==> src/rtl/vending_pkg.sv <==
// vending_pkg: state encoding, default widths and the price-slicing helper
// shared by the vending machine RTL.
package vending_pkg;

  typedef logic [1:0] state_t;

  localparam state_t IDLE   = 2'd0;
  localparam state_t READY  = 2'd1;
  localparam state_t MAKE   = 2'd2;
  localparam state_t PAYOUT = 2'd3;

  localparam int unsigned DEF_VAL_W     = 16;
  localparam int unsigned DEF_COIN_UNIT = 100;

  // Widest packed price vector the helper accepts (N_PROD * VAL_W).
  localparam int unsigned PRICES_MAX_W = 512;

  // Returns price number idx from a packed vector of val_w-wide fields.
  function automatic logic [31:0] price_slice(input logic [PRICES_MAX_W-1:0] prices,
                                              input int unsigned idx,
                                              input int unsigned val_w);
    logic [31:0] mask;
    mask = (val_w >= 32) ? '1 : ((32'd1 << val_w) - 32'd1);
    return 32'(prices >> (idx * val_w)) & mask;
  endfunction

endpackage

==> src/rtl/vending_machine_rise_detect.sv <==
// rise_detect: one-flop rising-edge detector for the level coin sensor.
module rise_detect (
  input  logic clk,
  input  logic rst_n,
  input  logic d,
  output logic rise
);

  logic d_q;

  // Remember the previous sample of the input.
  always_ff @(posedge clk or negedge rst_n) begin
    if (!rst_n) d_q <= 1'b0;
    else        d_q <= d;
  end

  assign rise = d & ~d_q;

endmodule

==> src/rtl/vending_machine.sv <==
// vending_machine: multi-product vending controller with coin counting,
// balance cap, per-product prices and multi-coin change payout.
// Optional dispense watchdog enabled by defining DISPENSE_TIMEOUT_EN.
//
//   state  | meaning
//   IDLE   | balance is zero, waiting for a coin
//   READY  | balance > 0, accepting coins, selection or return request
//   MAKE   | make command held until the dispense-complete sensor fires
//   PAYOUT | paying change one COIN_UNIT per coin_return pulse
module vending_machine
  import vending_pkg::*;
#(
  parameter int unsigned                  N_PROD    = 4,
  parameter int unsigned                  VAL_W     = DEF_VAL_W,
  parameter int unsigned                  COIN_UNIT = DEF_COIN_UNIT,
  parameter int unsigned                  MAX_BAL   = 1000,
  parameter logic [N_PROD*VAL_W-1:0]      PRICES    = {16'd600, 16'd500, 16'd400, 16'd300},
  parameter int unsigned                  TIMEOUT   = 1000
) (
  input  logic              clk,
  input  logic              reset,
  input  logic              coin,
  input  logic              return_coin_btn,
  input  logic [N_PROD-1:0] sel_btn,
  input  logic              prod_out,
  output logic [VAL_W-1:0]  coin_val,
  output logic              seg_en,
  output logic [N_PROD-1:0] make,
  output logic              coin_return,
  output logic              reject,
  output logic              insufficient,
  output logic              fault
);

  localparam int unsigned IDX_W = (N_PROD > 1) ? $clog2(N_PROD) : 1;

  if ((longint'(MAX_BAL) >= (longint'(1) << VAL_W)) || (N_PROD * VAL_W > PRICES_MAX_W)
      || (TIMEOUT == 0)) begin : g_bad_cfg
    $error("vending_machine: MAX_BAL must fit in VAL_W, prices must fit, TIMEOUT nonzero");
  end

  logic [VAL_W-1:0] price_arr [N_PROD];

  for (genvar gi = 0; gi < N_PROD; gi++) begin : g_price
    localparam logic [31:0] P32 = price_slice(PRICES_MAX_W'(PRICES), gi, VAL_W);
    assign price_arr[gi] = VAL_W'(P32);
    if ((P32 == 0) || ((P32 % COIN_UNIT) != 0)) begin : g_bad_price
      $error("vending_machine: price %0d is not a nonzero multiple of COIN_UNIT", gi);
    end
  end

  state_t            state_q, state_d;
  logic [VAL_W-1:0]  coin_val_q, coin_val_d;
  logic [N_PROD-1:0] make_q, make_d;
  logic              coin_return_q, coin_return_d;
  logic              reject_q, reject_d;
  logic              insufficient_q, insufficient_d;
  logic              fault_q, fault_d;
  logic              seg_en_q, seg_en_d;

  logic              coin_edge;
  logic [IDX_W-1:0]  sel_idx;
  logic [VAL_W-1:0]  sel_price, refund;
  logic [VAL_W:0]    bal_inc;
  logic [VAL_W-1:0]  bal_dec;
  logic              coin_fits, sel_any, bal_enough, tmo_expired;

  rise_detect u_coin_rise (
    .clk   (clk),
    .rst_n (reset),
    .d     (coin),
    .rise  (coin_edge)
  );

  // Selection decode, refund lookup and balance arithmetic shared by the FSM.
  always_comb begin
    sel_idx = '0;
    for (int i = N_PROD - 1; i >= 0; i--) begin
      if (sel_btn[i]) sel_idx = IDX_W'(i);
    end
    refund = '0;
    for (int i = 0; i < N_PROD; i++) begin
      if (make_q[i]) refund = refund | price_arr[i];
    end
    sel_price  = price_arr[sel_idx];
    sel_any    = |sel_btn;
    bal_enough = coin_val_q >= sel_price;
    bal_inc    = {1'b0, coin_val_q} + (VAL_W+1)'(COIN_UNIT);
    coin_fits  = bal_inc <= (VAL_W+1)'(MAX_BAL);
    bal_dec    = (coin_val_q >= VAL_W'(COIN_UNIT)) ? coin_val_q - VAL_W'(COIN_UNIT) : '0;
  end

`ifdef DISPENSE_TIMEOUT_EN
  localparam int unsigned TMO_W = (TIMEOUT > 1) ? $clog2(TIMEOUT) : 1;

  logic [TMO_W-1:0] tmo_cnt_q, tmo_cnt_d;

  assign tmo_expired = (tmo_cnt_q == '0);

  // Watchdog down-counter: reload on entry to MAKE, count down while waiting.
  always_comb begin
    tmo_cnt_d = tmo_cnt_q;
    if ((state_q != MAKE) && (state_d == MAKE))  tmo_cnt_d = TMO_W'(TIMEOUT - 1);
    else if ((state_q == MAKE) && !tmo_expired) tmo_cnt_d = tmo_cnt_q - 1'b1;
  end

  // Watchdog counter register.
  always_ff @(posedge clk or negedge reset) begin
    if (!reset) tmo_cnt_q <= '0;
    else        tmo_cnt_q <= tmo_cnt_d;
  end
`else
  // Without the watchdog MAKE never expires, so fault stays low.
  assign tmo_expired = 1'b0;
`endif

  // State and registered outputs.
  always_ff @(posedge clk or negedge reset) begin
    if (!reset) begin
      state_q        <= IDLE;
      coin_val_q     <= '0;
      make_q         <= '0;
      coin_return_q  <= 1'b0;
      reject_q       <= 1'b0;
      insufficient_q <= 1'b0;
      fault_q        <= 1'b0;
      seg_en_q       <= 1'b0;
    end else begin
      state_q        <= state_d;
      coin_val_q     <= coin_val_d;
      make_q         <= make_d;
      coin_return_q  <= coin_return_d;
      reject_q       <= reject_d;
      insufficient_q <= insufficient_d;
      fault_q        <= fault_d;
      seg_en_q       <= seg_en_d;
    end
  end

  // Next-state logic; READY arbitration is return, then selection, then coin.
  always_comb begin
    state_d = state_q;
    case (state_q)
      IDLE:    if (coin_edge && coin_fits) state_d = READY;
      READY: begin
        if (return_coin_btn)           state_d = PAYOUT;
        else if (sel_any && bal_enough) state_d = MAKE;
      end
      MAKE: begin
        if (prod_out)         state_d = (coin_val_q != '0) ? READY : IDLE;
        else if (tmo_expired) state_d = READY;
      end
      PAYOUT:  if (!coin_return_q && (coin_val_q == '0)) state_d = IDLE;
      default: state_d = IDLE;
    endcase
  end

  // Output and balance updates; pulses default low so each lasts one cycle.
  always_comb begin
    coin_val_d     = coin_val_q;
    make_d         = make_q;
    coin_return_d  = 1'b0;
    reject_d       = 1'b0;
    insufficient_d = 1'b0;
    fault_d        = 1'b0;
    case (state_q)
      IDLE: begin
        if (coin_edge) begin
          if (coin_fits) coin_val_d = bal_inc[VAL_W-1:0];
          else           reject_d   = 1'b1;
        end
      end
      READY: begin
        if (return_coin_btn) begin
          coin_return_d = 1'b1;
          coin_val_d    = bal_dec;
          reject_d      = coin_edge;
        end else if (sel_any) begin
          reject_d = coin_edge;
          if (bal_enough) begin
            coin_val_d = coin_val_q - sel_price;
            make_d     = N_PROD'(1) << sel_idx;
          end else begin
            insufficient_d = 1'b1;
          end
        end else if (coin_edge) begin
          if (coin_fits) coin_val_d = bal_inc[VAL_W-1:0];
          else           reject_d   = 1'b1;
        end
      end
      MAKE: begin
        reject_d = coin_edge;
        if (prod_out) begin
          make_d = '0;
        end else if (tmo_expired) begin
          make_d     = '0;
          coin_val_d = coin_val_q + refund;
          fault_d    = 1'b1;
        end
      end
      PAYOUT: begin
        reject_d = coin_edge;
        if (!coin_return_q && (coin_val_q != '0)) begin
          coin_return_d = 1'b1;
          coin_val_d    = bal_dec;
        end
      end
      default: ;
    endcase
    seg_en_d = (state_d != IDLE);
  end

  assign coin_val     = coin_val_q;
  assign seg_en       = seg_en_q;
  assign make         = make_q;
  assign coin_return  = coin_return_q;
  assign reject       = reject_q;
  assign insufficient = insufficient_q;
  assign fault        = fault_q;

endmodule

==> config.mk <==
export PLATFORM = sky130hd
export DESIGN_NAME = vending_machine
export DESIGN_NICKNAME = d
export VERILOG_FILES = /design/src/rtl/vending_pkg.sv /design/src/rtl/vending_machine_rise_detect.sv /design/src/rtl/vending_machine.sv
export SDC_FILE = /design/constraint.sdc
export NUM_CORES = 1
export LEC_CHECK = 0
export ABC_AREA = 1
export BUFFER_PORTS_ARGS = -buffer_cell sky130_fd_sc_hd__buf_2
export CAP_MARGIN = 20
export CORE_ASPECT_RATIO = 1.1
export CORE_MARGIN = 2
export CORE_UTILIZATION = 39
export CTS_CLUSTER_SIZE = 24
export DETAILED_ROUTE_END_ITERATION = 8
export PLACE_DENSITY = 0.57
export SLEW_MARGIN = 20
export SYNTH_ARGS = -nofsm -noshare
export SYNTH_HDL_FRONTEND = slang
export SYNTH_SLANG_ARGS = --single-unit
==> constraint.sdc <==
create_clock -name clk -period 3.4 [get_ports clk]
set_input_delay 0.34 -clock clk [delete_from_list [all_inputs] [get_ports clk]]
set_output_delay 0.34 -clock clk [all_outputs]
set_load 0.005 [all_outputs]
==> reports/qor.yml, run 1 <==
synthesis:
  synth_flop_cell: "dfrtp_1"
  yosysWarnings: 0
  synth.avg_cell_area_um2: 6.30
  postSynthCellCount: 501
  syn_nets: 528
  synth-edff-count: 0
  synth-seq-area-share_pct: 21.4
  synth-seq-cells: 27
  synth_cell_types: 42
  syn_area_um2: 3160
  async_flop_share_pct: 100
timing:
  holdWs_ns: 0.0869
  hold_violations: 0
  finalClockSkew_ns: 0.00361
  maxSlewHeadroom_pct: 51.8
  finalCritPeriodShare_pct: 83.0
  setup_viol: 0
  rsz0062_at_grt: "no"
  final_max_slew_viol_count: 0
  worst_pin_slew_ns: 0.723
  fmax_mhz: 354
  finalSetupTns_ns: 0
  layout_min_cycle_time_ns: 2.82
place:
  io_buffers: 32
  dp_hpwl_mm: 7.40
  place_congestion: 0.920
critical_path:
  crit_fanout: 11
  r2r_cells: 18
  cp_data_arrival_time_ns: 3.05
  cp_data_required_time_ns: 3.62
  start_kind: "flip-flop"
  crit_type: "reg -> reg"
  rr_endpoint: "coin_val[10]"
  rrSetupSlack_ns: 0.58
  cp-end-kind: "flip-flop"
  r2r-start: "coin_val[2]"
clocking:
  cts_max_level: 1
  cts_root_buffer: "clkbuf_8"
  clock_latency_ns: 0.30
  path_clk_slew_ns: 0.11
  ctsHoldBuffers: 0
  post_cts_resized: 0
  tritoncts: "built"
  cts_buffers: 3
  cts_setup_buffers: 0
  clock_sinks: 27
  clockBufferDepth: 2
die:
  start_util_pct: 40.1
  fp.dieH_um: 98.4
  fp-row-count: 34
  dieWidth_um: 89.8
  core_um2: 7870
  dieArea_um2: 8830
  ios: 34
drt:
  wl_per_cell_um: 15.7
  ant_nets: 0
  routed_wl_mm: 9.92
  via_per_inst: 5.45
  drt_first_iter_violations: 243
  firstDrtPassIters: 6
  vias: 3448
  drc: 0
global_route:
  grt_overflow: 0
  grt_pass1_wl_mm: 16.3
  antenna_found_initial: 0
  grt_pass1_vias: 3301
  grt_start_max_net_pins: 28
  grtUsageTotal_pct: 22.9
pwr:
  p_leak_nw: 1.76
  total_power_mw: 3.37
  worst_ir_drop_vdd_mv: 0.392
  p_per_area_nw_per_um2: 984
finish:
  area_growth_pct: 8.64
  layout-drive-gt1-share_pct: 13.1
  layout_common_cells: "119 x nand2_1, 73 x nor2_1, 58 x inv_1, 51 x nand3_1"
  final_common_cell: "nand2_1"
  antenna_cells: 0
  nets: 553
min_path:
  hold_path_class: "in -> async"
outcome:
  status: "finished, final reports clean"
job:
  drv_cap: 0
[synthesized netlist by cell type (all sizes together) (2+ instances only)]
master	count	area (um2)
xor2	10	87.6
nand4	19	134
nor3	5	25.0
nand3	56	313
o211ai	4	30.0
o21ai	23	123
nand2	125	499
o221ai	3	26.3
a21oi	34	178
inv	60	225
nor4	2	12.5
nor2	83	365
buf	14	93.8
ha	17	213
xnor2	3	26.3
dfrtp	27	676
a21boi	2	15.0
a211oi	2	15.0
clkbuf	2	7.51
[worst max-delay path, cell delays in order (launching register included)]
cell and delay [ns]:
dfrtp_1 0.52, inv_1 0.16, ha_1 0.17, inv_1 0.06
fa_1 0.40, nand2_1 0.08, nand2_1 0.07, nand2_1 0.06
nand3_1 0.10, nand2_1 0.08, nand2_1 0.12, nor2_2 0.21
nand3_1 0.10, nand2_1 0.10, buf_4 0.20, nor2_1 0.07
nand2_1 0.07, inv_1 0.04, a21oi_1 0.15
[kinds of logic after synthesis]
family	share of synthesized area (%)
XOR/XNOR	3.61
adder cells (fa/ha/maj)	7.37
flip-flops	21.4
AND/OR/NAND/NOR	42.9
buffers and inverters	10.5
other	0.119
AO/OA/AOI/OAI	14.1
[layer usage]
layer	global-route usage (%)	part of all wire (%)
met2	41.0	49
met3	1.93	4.7
met4	8.64	2.5
met1	28.7	44
met5	0	0
[sequential cells by signal, indices dropped and copies added, names as in the netlist]
| signal | count |
|---|---|
| coin_val | 16 |
| make | 4 |
| state_q | 2 |
| coin_return | 1 |
| insufficient | 1 |
| reject | 1 |
| seg_en | 1 |
| u_coin_rise.d_q | 1 |
[power breakdown]
group | total [mW] | leakage (nW) | switching, mW | internal, mW
clock network | 0.213 | 0.0217 | 0.129 | 0.0840
registers | 0.781 | 0.328 | 0.324 | 0.457
logic | 2.38 | 1.41 | 1.53 | 0.854
total | 3.37 | 1.76 | 1.98 | 1.39
[how the worst max path moves through the flow]
stage                start      endpoint  slack, ns
2_1_floorplan   sel_btn[1]  coin_val[12]       0.75
3_3_place_gp    sel_btn[1]  coin_val[14]       0.39
3_5_place_dp    sel_btn[2]  coin_val[13]       0.29
4_1_cts         sel_btn[2]  coin_val[13]       0.59
5_1_grt         sel_btn[2]  coin_val[14]       0.24
6_report       coin_val[2]  coin_val[10]       0.58
[metrics by stage]
stage | util (%) | cell area [um2] | std cells | setup slack, ns
2_1_floorplan | - | 3160 | 501 | 0.750
3_3_place_gp | 43.0 | 3380 | 629 | 0.387
3_5_place_dp | 43.0 | 3380 | 629 | 0.289
4_1_cts | 43.6 | 3430 | 633 | 0.594
5_1_grt | 43.6 | 3430 | 633 | 0.241
6_report | 43.6 | 3430 | 633 | 0.577
[area by class of cell]
type / count / area, um2
inverters: 61 / 229
fillers: 863 / 4440
repair buffers: 36 / 190
flip-flops and latches: 27 / 676
clock buffers: 3 / 41.3
clock inverters: 1 / 7.51
multi-input cells: 397 / 2150
well taps: 108 / 135
(Power assumes the default switching activity.)
==> run 2: changes to the inputs <==
clock period = 2.8 ns   (was 3.4 ns; I/O delays follow)
==> run 2 against run 1 <==
Utilization increased by 2.3 points. Final cell count increased by 3.5%. Count of clock-buffer cells in the layout unchanged. Total power increased by 25%. Clock power increased by 13%.
==> reports/qor.yml, run 2 (same netlist as run 1, synthesis figures left out) <==
global_route:
  grt_overflow: 0
  antenna_found_initial: 0
  grt_pass1_wl_mm: 16.2
  grt_start_max_net_pins: 28
  grt_pass1_vias: 3304
  grtUsageTotal_pct: 22.4
clocking:
  clock_latency_ns: 0.28
  cts_buffers: 3
  path_clk_slew_ns: 0.11
  cts_root_buffer: "clkbuf_8"
  cts_max_level: 1
  cts_setup_buffers: 0
  tritoncts: "built"
  clockBufferDepth: 2
  ctsHoldBuffers: 0
  clock_sinks: 27
timing:
  final_max_slew_viol_count: 0
  fmax_mhz: 407
  hold_violations: 0
  worst_pin_slew_ns: 0.673
  setup_viol: 0
  finalClockSkew_ns: 0.00408
  holdWs_ns: 0.0193
  finalCritPeriodShare_pct: 87.7
  maxSlewHeadroom_pct: 55.1
  layout_min_cycle_time_ns: 2.46
  rsz0062_at_grt: "no"
  finalSetupTns_ns: 0
finish:
  layout_common_cells: "118 x nand2_1, 73 x nor2_1, 58 x inv_1, 51 x nand3_1, 32 x buf_2"
  final_area_um2: 3610
  utilization_pct: 45.9
  n_fill_cell: 872
  antenna_cells: 0
  layout-drive-gt1-share_pct: 17.4
  largest_reg_flops: 16
  final_common_cell: "nand2_1"
  nets: 575
  area_growth_pct: 14.5
drt:
  firstDrtPassIters: 5
  routed_wl_mm: 9.64
  wl_met1_mm: 4.28
  maxUsedRoutingLayer: "met4"
  dr_wl_met2_mm: 4.62
  wl_met3_um: 423
  drc: 0
  ant_nets: 0
  via_per_inst: 5.27
  drt_first_iter_violations: 177
  wl_per_cell_um: 14.7
  vias: 3452
outcome:
  status: "finished, final reports clean"
critical_path:
  startpoint: "coin_val[2]"
  cp_data_required_time_ns: 3.01
  crit_top_cell: "nand2_1"
  worstSetupEndpoint: "coin_val[10]"
  rrSetupSlack_ns: 0.34
  start_kind: "flip-flop"
  rr_endpoint: "coin_val[10]"
  r2r_cells: 18
  crit_chain: "inv_1 -> ha_1 -> inv_1 -> fa_1 -> nand2_1 -> nand2_1 -> nand2_1 -> nand3_1 -> nand2_1 -> nand2_1 -> buf_4 -> inv_1 -> nand2_1 -> nand3_1 -> nand2_1 -> a21oi_1 -> o21ai_0 -> a21oi_1"
  r2r-start: "coin_val[2]"
  crit_type: "reg -> reg"
  cp_data_arrival_time_ns: 2.67
  cp-end-kind: "flip-flop"
  slowest_delay_ns: 0.40
  critPathSlowestCell: "dfrtp_1"
  crit_fanout: 4
place:
  place_congestion: 0.935
  place_area_um2: 3550
  io_buffers: 32
  dp_hpwl_mm: 7.68
die:
  core_um2: 7870
  ios: 34
  dieArea_um2: 8830
  fp-row-count: 34
  start_util_pct: 40.1
  dieWidth_um: 89.8
  fp.dieH_um: 98.4
min_path:
  hold_path_class: "in -> async"
job:
  drv_cap: 0
pwr:
  p_per_area_nw_per_um2: 1170
  p_leak_nw: 1.87
  worst_ir_drop_vdd_mv: 0.497
[run 2: where the power goes]
group | total (mW) | switching [mW] | internal, mW
clock network | 0.240 | 0.139 | 0.101
logic | 3.10 | 1.92 | 1.18
registers | 0.894 | 0.338 | 0.556
[run 2: timing repair]
| item | CTS | global route |
|---|---|---|
| hold endpoints to repair | 0 | 0 |
| endpoints found under the setup margin | 0 | 8 |
| resized for setup | 0 | 6 |
[run 2: final cells by class]
| cell class | instances | area [um2] | area share (%) |
|---|---|---|---|
| multi-input combinational | 397 | 2170 | 60.0 |
| sequential | 27 | 676 | 18.7 |
| timing repair buffer | 58 | 355 | 9.83 |
| inverter | 61 | 231 | 6.41 |
| tap | 108 | 135 | 3.74 |
| clock buffer | 3 | 41.3 | 1.14 |
| clock inverter | 1 | 7.51 | 0.208 |
[run 2: worst min-delay path by stage]
stage	cells past startpoint	to
2_1_floorplan	0	coin_return
3_3_place_gp	1	coin_val[4]
3_5_place_dp	1	coin_val[4]
4_1_cts	1	coin_val[4]
5_1_grt	1	make[3]
6_report	1	coin_val[4]
[run 2: stage by stage]
stage	cells	setup WS [ns]	total power, mW
3_5_place_dp	651	-0.0760	3.97
4_1_cts	655	0.226	4.22
5_1_grt	655	0.0455	4.71
2_1_floorplan	501	0.210	3.07
6_report	655	0.344	4.23
3_3_place_gp	651	-0.0156	3.95
[run 2: layer usage]
layer	global-route usage (%)	vias up
met5	0	-
met4	9.59	0
met3	2.08	21
met2	38.6	108
met1	28.9	1580
li1	-	1743
[run 2: critical path: cells and delay by family (launching register included)]
| family | cells | cell delay [ns] |
|---|---|---|
| adder cells (fa/ha/maj) | 2 | 0.55 |
| AND/OR/NAND/NOR | 9 | 0.64 |
| buffers and inverters | 4 | 0.42 |
| AO/OA/AOI/OAI | 3 | 0.38 |
| flip-flops | 1 | 0.40 |
==> run 3: changes to the inputs <==
--- a/constraint.sdc
+++ b/constraint.sdc
@@ -3,2 +3,2 @@
 set_output_delay 0.28 -clock clk [all_outputs]
-set_load 0.005 [all_outputs]
+set_load 0.05 [all_outputs]
==> run 3 against run 2 <==
Utilization shrank 0.29 points. Die area unchanged. Worst setup slack worse by 0.097 ns. Via count rose by 4.1%. Design area fell by 0.62%. Critical endpoint unchanged. Critical path type is now in -> reg. Non-clock buffer count down 2. Final cell count fell by 0.31%. Worst hold slack got worse by 0.0032 ns.
==> reports/qor.yml, run 3 (same netlist as run 1, synthesis figures left out) <==
place:
  place_area_um2: 3530
  place_congestion: 0.910
  io_buffers: 32
  dp_hpwl_mm: 7.66
timing:
  final_max_slew_viol_count: 0
  holdWs_ns: 0.0161
  finalSetupTns_ns: 0
  fmax_mhz: 392
  setup_viol: 0
  hold_violations: 0
  layout_min_cycle_time_ns: 2.55
  finalClockSkew_ns: 0.0118
  finalCritPeriodShare_pct: 91.2
  worst_pin_slew_ns: 0.693
  maxSlewHeadroom_pct: 53.8
pwr:
  switching_share_pct: 61.7
  worst_ir_drop_vdd_mv: 0.565
  combPwrFrac_pct: 75.8
  power.switching_mw: 2.95
  seqPwrFrac_pct: 19.0
  p_leak_nw: 1.85
  p_int_mw: 1.83
  power_frac_clock_pct: 5.3
  p_per_area_nw_per_um2: 1330
clocking:
  cts_root_buffer: "clkbuf_8"
  cts_max_level: 1
  clockBufferDepth: 2
  ctsHoldBuffers: 0
  clock_sinks: 27
  tritoncts: "built"
  clock_latency_ns: 0.29
  cts_setup_buffers: 0
  path_clk_slew_ns: 0.12
  cts_buffers: 3
drt:
  firstDrtPassIters: 7
  via_per_inst: 5.50
  drt_first_iter_violations: 255
  routed_wl_mm: 10.1
  ant_nets: 0
  vias: 3593
  drc: 0
  wl_per_cell_um: 15.5
critical_path:
  cp-end-kind: "flip-flop"
  cp_data_arrival_time_ns: 2.77
  start_kind: "input pin"
  cp_data_required_time_ns: 3.02
  crit_fanout: 11
  crit_type: "in -> reg"
min_path:
  hold_path_class: "in -> async"
finish:
  area_growth_pct: 13.8
  final_common_cell: "nand2_1"
  seq_area_um2: 677
  final_area_um2: 3590
  largest_reg_flops: 16
  multi_input_area_um2: 2150
  nets: 573
  layout_common_cells: "119 x nand2_1, 73 x nor2_1, 57 x inv_1, 51 x nand3_1, 32 x buf_2"
  antenna_cells: 0
  layout-drive-gt1-share_pct: 16.9
  n_fill_cell: 840
die:
  dieWidth_um: 89.8
  fp-row-count: 34
  ios: 34
  fp.dieH_um: 98.4
  start_util_pct: 40.1
  dieArea_um2: 8830
  core_um2: 7870
global_route:
  grt_overflow: 0
  grt_pass1_vias: 3485
  grt_start_max_net_pins: 28
  grt_pass1_wl_mm: 17.0
  grtUsageTotal_pct: 23.7
  antenna_found_initial: 0
outcome:
  status: "finished, final reports clean"
job:
  drv_cap: 0
run 3: cell count changes in the layout (fill, tap and decap cells not counted), sizes merged:
cell,previous run,this run
buf,58,56
run 3: cell type report:
| class | instances | area share [%] |
|---|---|---|
| tap | 108 | 3.76 |
| clock buffer | 3 | 1.15 |
| inverter | 61 | 6.45 |
| sequential | 27 | 18.9 |
| multi-input combinational | 397 | 60.0 |
| clock inverter | 1 | 0.209 |
| timing repair buffer | 56 | 9.58 |
run 3: worst max-delay path, cell delays in order:
cell	delay (ns)
buf_2	0.11
nor3_1	0.33
ha_1	0.35
fa_1	0.44
nand2_1	0.09
nand2_1	0.08
nand2_1	0.07
nand3_1	0.08
nand2_1	0.07
nand2_1	0.07
nor2_2	0.10
nand3_1	0.08
nand2_1	0.15
buf_6	0.19
nor2_1	0.06
nand2_1	0.06
inv_1	0.04
a21oi_1	0.14
run 3: power by group through the flow:
stage	clock (mW)	combinational (mW)	sequential (mW)
after CTS	0.258	3.59	0.902
after floorplan	0	2.32	1.24
after global placement	0	3.54	0.904
after global routing	0.274	4.06	0.945
after detailed placement	0	3.57	0.910
final	0.251	3.62	0.908
run 3: through the flow:
| stage | worst slack, ns | util (%) | power, mW | instances |
|---|---|---|---|---|
| after global routing | -0.00201 | 45.6 | 5.27 | 653 |
| after global placement | 0.0472 | 44.9 | 4.44 | 649 |
| final | 0.246 | 45.6 | 4.78 | 653 |
| after floorplan | 0.145 | - | 3.55 | 501 |
| after CTS | 0.258 | 45.5 | 4.75 | 653 |
| after detailed placement | -0.0574 | 44.9 | 4.48 | 649 |
run 3: metal layers:
metal	track usage [%]	share of wire (%)
met5	0	0
met4	10.5	2.8
met3	2.47	4.9
met2	41.4	49
met1	29.6	43
run 3: what timing repair did:
item | in CTS | in global routing
hold endpoints to repair | 0 | 0
setup endpoints to repair | 0 | 6
gates resized for setup | 0 | 5
run 3: path summary, 6_finish.rpt:
kind | startpoint | slack (ns) | depth (start not counted) | to
setup / recovery | sel_btn[1] | 0.25 | 18 | coin_val[10]
hold / removal | reset | 0.02 | 1 | u_coin_rise.d_q
setup reg to reg | coin_val[2] | 0.31 | 18 | coin_val[10]
hold reg to reg | u_coin_rise.d_q | 0.46 | 1 | reject
max in group asynchronous | reset | 2.31 | 1 | coin_val[2]
min in group clk | coin | 0.10 | 1 | u_coin_rise.d_q
